`src/rtl/multicycle_control_unit.sv`:
```
// Multi-cycle TSC control unit: sequences IF/ID/EX/MEM/WB, drives datapath strobes,
// stalls on the req/ack memory port and counts retired instructions.
module multicycle_control_unit #(
  parameter int OPCODE_W   = 4,
  parameter int FUNC_W     = 6,
  parameter int NUM_INST_W = 16
) (
  input  logic                  clk,
  input  logic                  reset,
  input  logic [OPCODE_W-1:0]   opcode,
  input  logic [FUNC_W-1:0]     func_code,
  input  logic                  mem_ack,
  output logic                  pc_write,
  output logic                  pc_write_cond,
  output logic [1:0]            pc_source,
  output logic                  ir_write,
  output logic                  i_or_d,
  output logic                  mem_read,
  output logic                  mem_write,
  output logic                  mem_to_reg,
  output logic [1:0]            reg_dst,
  output logic                  reg_write,
  output logic                  alu_src_a,
  output logic [1:0]            alu_src_b,
  output logic [1:0]            alu_op,
  output logic                  is_wwd,
  output logic                  inst_done,
  output logic                  illegal,
  output logic                  halted,
  output logic [NUM_INST_W-1:0] num_inst
);

  localparam logic [OPCODE_W-1:0] OP_BNE = OPCODE_W'(0);
  localparam logic [OPCODE_W-1:0] OP_BEQ = OPCODE_W'(1);
  localparam logic [OPCODE_W-1:0] OP_BGZ = OPCODE_W'(2);
  localparam logic [OPCODE_W-1:0] OP_BLZ = OPCODE_W'(3);
  localparam logic [OPCODE_W-1:0] OP_ADI = OPCODE_W'(4);
  localparam logic [OPCODE_W-1:0] OP_ORI = OPCODE_W'(5);
  localparam logic [OPCODE_W-1:0] OP_LHI = OPCODE_W'(6);
  localparam logic [OPCODE_W-1:0] OP_LWD = OPCODE_W'(7);
  localparam logic [OPCODE_W-1:0] OP_SWD = OPCODE_W'(8);
  localparam logic [OPCODE_W-1:0] OP_JMP = OPCODE_W'(9);
  localparam logic [OPCODE_W-1:0] OP_JAL = OPCODE_W'(10);
  localparam logic [OPCODE_W-1:0] OP_RTY = OPCODE_W'(15);

  localparam logic [FUNC_W-1:0] FN_ALU_LIM = FUNC_W'(8);
  localparam logic [FUNC_W-1:0] FN_JPR     = FUNC_W'(25);
  localparam logic [FUNC_W-1:0] FN_JRL     = FUNC_W'(26);
  localparam logic [FUNC_W-1:0] FN_WWD     = FUNC_W'(28);
  localparam logic [FUNC_W-1:0] FN_HLT     = FUNC_W'(29);

  typedef enum logic [2:0] {S_IF, S_ID, S_EX, S_MEM, S_WB, S_HALT} state_t;

  typedef struct packed {
    logic rtype, alu_imm, lwd, swd, branch;
    logic jmp, jal, jpr, jrl, wwd, hlt, bad;
  } dec_t;

  // Only the classes that need EX/MEM/WB are carried past ID.
  typedef struct packed {
    logic rtype, alu_imm, lwd, swd, branch;
  } cls_t;

  state_t state;
  dec_t   d;
  cls_t   cls_q;
  logic   id_retire;

  always_comb begin
    d = '0;
    case (opcode)
      OP_BNE, OP_BEQ, OP_BGZ, OP_BLZ: d.branch  = 1'b1;
      OP_ADI, OP_ORI, OP_LHI:         d.alu_imm = 1'b1;
      OP_LWD:                         d.lwd     = 1'b1;
      OP_SWD:                         d.swd     = 1'b1;
      OP_JMP:                         d.jmp     = 1'b1;
      OP_JAL:                         d.jal     = 1'b1;
      OP_RTY: begin
        if (func_code < FN_ALU_LIM) d.rtype = 1'b1;
        else begin
          case (func_code)
            FN_JPR:  d.jpr = 1'b1;
            FN_JRL:  d.jrl = 1'b1;
            FN_WWD:  d.wwd = 1'b1;
            FN_HLT:  d.hlt = 1'b1;
            default: d.bad = 1'b1;
          endcase
        end
      end
      default: d.bad = 1'b1;
    endcase
  end

  assign id_retire = d.jmp | d.jal | d.jpr | d.jrl | d.wwd | d.hlt | d.bad;

  always_ff @(posedge clk or posedge reset) begin
    if (reset) begin
      state    <= S_IF;
      cls_q    <= '0;
      num_inst <= '0;
      halted   <= 1'b0;
    end else begin
      if (inst_done) num_inst <= num_inst + 1'b1;
      case (state)
        S_IF: if (mem_ack) state <= S_ID;
        S_ID: begin
          cls_q.rtype   <= d.rtype;
          cls_q.alu_imm <= d.alu_imm;
          cls_q.lwd     <= d.lwd;
          cls_q.swd     <= d.swd;
          cls_q.branch  <= d.branch;
          if (d.hlt) begin
            state  <= S_HALT;
            halted <= 1'b1;
          end else if (id_retire) state <= S_IF;
          else                    state <= S_EX;
        end
        S_EX: begin
          if (cls_q.branch)                 state <= S_IF;
          else if (cls_q.lwd || cls_q.swd)  state <= S_MEM;
          else                              state <= S_WB;
        end
        S_MEM:   if (mem_ack) state <= cls_q.lwd ? S_WB : S_IF;
        S_WB:    state <= S_IF;
        S_HALT:  state <= S_HALT;
        default: state <= S_IF;
      endcase
    end
  end

  // Strobes decode from state; reset gates them so an in-flight request drops at once.
  always_comb begin
    pc_write      = 1'b0;
    pc_write_cond = 1'b0;
    pc_source     = 2'd0;
    ir_write      = 1'b0;
    i_or_d        = 1'b0;
    mem_read      = 1'b0;
    mem_write     = 1'b0;
    mem_to_reg    = 1'b0;
    reg_dst       = 2'd0;
    reg_write     = 1'b0;
    alu_src_a     = 1'b0;
    alu_src_b     = 2'd0;
    alu_op        = 2'd0;
    is_wwd        = 1'b0;
    inst_done     = 1'b0;
    illegal       = 1'b0;
    if (!reset) begin
      case (state)
        S_IF: begin
          mem_read = 1'b1;
          if (mem_ack) begin
            ir_write  = 1'b1;
            pc_write  = 1'b1;
            alu_src_b = 2'd1;
          end
        end
        S_ID: begin
          alu_src_b = 2'd3;
          inst_done = id_retire;
          illegal   = d.bad;
          is_wwd    = d.wwd;
          if (d.jmp || d.jal) begin
            pc_write  = 1'b1;
            pc_source = 2'd2;
          end
          if (d.jpr || d.jrl) begin
            pc_write  = 1'b1;
            pc_source = 2'd3;
          end
          if (d.jal || d.jrl) begin
            reg_write = 1'b1;
            reg_dst   = 2'd2;
          end
        end
        S_EX: begin
          alu_src_a = 1'b1;
          if (cls_q.rtype) begin
            alu_op = 2'd2;
          end else if (cls_q.alu_imm) begin
            alu_src_b = 2'd2;
            alu_op    = 2'd3;
          end else if (cls_q.lwd || cls_q.swd) begin
            alu_src_b = 2'd2;
          end else if (cls_q.branch) begin
            alu_op        = 2'd1;
            pc_write_cond = 1'b1;
            pc_source     = 2'd1;
            inst_done     = 1'b1;
          end
        end
        S_MEM: begin
          i_or_d    = 1'b1;
          mem_read  = cls_q.lwd;
          mem_write = cls_q.swd;
          inst_done = cls_q.swd & mem_ack;
        end
        S_WB: begin
          reg_write  = 1'b1;
          reg_dst    = cls_q.rtype ? 2'd1 : 2'd0;
          mem_to_reg = cls_q.lwd;
          inst_done  = 1'b1;
        end
        default: ;
      endcase
    end
  end

endmodule

```
`config.mk`:
```
export PLATFORM = sky130hd
export DESIGN_NAME = multicycle_control_unit
export DESIGN_NICKNAME = d
export VERILOG_FILES = /design/src/rtl/multicycle_control_unit.sv
export SDC_FILE = /design/constraint.sdc
export NUM_CORES = 1
export LEC_CHECK = 0
export CAP_MARGIN = 0
export CORE_MARGIN = 3
export CORE_UTILIZATION = 50
export CTS_BUF_LIST = sky130_fd_sc_hd__clkbuf_16
export DETAILED_ROUTE_END_ITERATION = 6
export GPL_TIMING_DRIVEN = 0
export PLACE_DENSITY = 0.89
export SLEW_MARGIN = 10
export SYNTH_ARGS = -nofsm -noshare
export SYNTH_HDL_FRONTEND = slang
export SYNTH_SLANG_ARGS = --single-unit
```
`constraint.sdc`:
```
create_clock -name clk -period 5.1 [get_ports clk]
set_input_delay 0.765 -clock clk [delete_from_list [all_inputs] [get_ports clk]]
set_output_delay 0.765 -clock clk [all_outputs]
set_load 0.005 [all_outputs]
```
==> results.ini <==
[status]
status=finished, final reports clean

[cts]
root_buffer=clkbuf_16
cts_max_path_buffers=2
cts_tree=built
h-tree-depth=1
cts-buffers-inserted=3
clock_latency_ns=0.25
ctsHoldBuffers=0
cts_sinks=25
post_cts_resize_count=0
post_cts.repair.setup_buffers=0
clkTransAtPathRegs_ns=0.06

[min_path]
holdPathEnd=num_inst[15]
min-delay-start=num_inst[15]
hold_class=flop to flop
min_path_cells=1

[critical_path]
crit_family=buffers and inverters
r2r_end=num_inst[7]
slowest_stage=inv_1
required_ns=4.34
crit_buf_inv=4
r2r_start=state[0]
cp-end-kind=primary output
reg2regPathDepth=6
crit_path_start_kind=primary input
path_class=primary input to primary output
critPathMaxStageDelay_ns=0.73
reg2reg_slack_ns=3.22
crit_fanout=27
worstPathArrival_ns=3.18
path_depth=7
cp_cell_sequence=clkdlybuf4s50_1 > inv_1 > and3_1 > o22a_2 > nor2_1 > inv_1 > clkdlybuf4s50_1

[finish]
area_growth_syn_to_layout_pct=37.2
drive_above_1_share=0.0649
layout_common_cells=47 x clkdlybuf4s50_1, 25 x dfrtp_1, 17 x nor2_1
utilization=0.726
final_common_cell=clkdlybuf4s50_1
nNetsFinal=246
nFillCells=239
antenna_cells=0

[synth]
ys_async_sr_fraction=1.00
synth_seq_cells=25
synth.avg_cell_area_sq_um=9.04
syn-num-nets=194
yosys_warnings=0
synthCells=180
synth_cell_types=48
synth_edf_count=0
ys_seq_area_frac=0.384
syn_area_sq_mm=0.00163
ys.flop_type=dfrtp_1

[timing]
fin_skew_ns=0.00254
worst_slew_pin_slew_ns=0.968
final-setup-viol-count=0
grt_setup_unrepaired=false
fin_crit_sh=0.774
hold_violations=0
setup_tns_ns=0
fmax_mhz=253
timing.slew.headroom=0.354
final.min_clock_period_ns=3.95
finalMaxSlewViolations=0

[grt]
grt_pass1_wl_microns=6530
grt_pass1_vias=1463
grt_max_degree=28
grt_usage=0.202
grt_overflow=0
antenna_found_initial=0

[drt]
drt_pre_antenna_iters=4
routed_via_density=5.57
wire_per_inst_microns=13.5
drc_errors=0
wirelength_microns=3730
vias=1533
drt-initial-drc-count=99
drtAntennaViolNets=0

[pwr]
p_leak_nw=0.956
peakVddDrop_uv=239
power_density_mw_per_mm2=358
p_total_mw=0.800

[floorplanning]
fp.coreArea_sq_mm=0.00308
fp.dieArea_sq_mm=0.00398
die_y_microns=63.1
dieWidth_microns=63.1
rows=20
start_util=0.529
ioPinCount=50

[place]
place_congestion=0.838
io_buffers=47
dp_hpwl_microns=2810

[job]
max_cap_viol_count=0

[state kept, by name, indices dropped and copies added (netlist names)]
register / count
cls_q: 5
halted: 1
num_inst: 16
state: 3
[routing by layer]
| layer | share of wire | up-vias | GRT usage |
|---|---|---|---|
| li1 | - | 754 | - |
| met1 | 0.45 | 728 | 0.270 |
| met2 | 0.49 | 47 | 0.341 |
| met3 | 0.055 | 4 | 0.0357 |
| met4 | 0.0056 | 0 | 0.0413 |
| met5 | 0 | - | 0 |
[cell families after synthesis]
kind of cell / count (synthesis) / synth area share
adder cells (fa/ha/maj): 1 / 0.00769
AND/OR/NAND/NOR: 73 / 0.254
XOR/XNOR: 18 / 0.0968
AO/OA/AOI/OAI: 45 / 0.194
multiplexers: 1 / 0.00692
flip-flops: 25 / 0.384
buffers and inverters: 17 / 0.0561
[worst max path at each step]
stage	from	end	slack (ns)
global route	reset	inst_done	0.88
finish	reset	inst_done	1.15
CTS	reset	inst_done	1.09
detailed placement	reset	inst_done	1.09
global placement	reset	inst_done	1.12
floorplan	reset	pc_source[0]	2.32
[report_power, final]
| part | switching, mW | internal (mW) | total, mW |
|---|---|---|---|
| clock network | 0.0625 | 0.105 | 0.168 |
| logic | 0.169 | 0.178 | 0.347 |
| registers | 0.0479 | 0.237 | 0.285 |
[per-stage QoR]
stage	hold WS [ns]	worst slack (ns)	cell area, sq um	instances
5_1_grt	0.491	0.884	2230	275
6_report	0.469	1.15	2230	275
3_5_place_dp	0.458	1.09	2150	271
3_3_place_gp	0.451	1.12	2150	271
2_1_floorplan	0.459	2.32	1630	180
4_1_cts	0.475	1.09	2230	275
[area by class of cell]
cell class              count  area [sq um]  share of cell area
plain buffers              11          68.8              0.0308
clock buffers               3          75.1              0.0336
clock inverters             1          5.00             0.00224
inverters                   6          22.5              0.0101
multi-input cells         138           911               0.408
flip-flops and latches     25           626               0.280
well taps                  44          55.1              0.0246
repair buffers             47           470               0.211
[synth_stat cells (all sizes together), types with 3 or more instances]
cell,instances,area share
nand2b,4,0.015
nand2,14,0.032
and3,10,0.038
clkbuf,6,0.015
o21bai,3,0.014
dfrtp,25,0.38
o21ai,12,0.037
o211ai,3,0.014
nor2,18,0.051
xnor2,16,0.086
and4,3,0.016
a21oi,5,0.015
and2,4,0.015
inv,6,0.014
o2111ai,5,0.027
buf,5,0.027
Note: power is estimated with default switching activity, not from simulation.
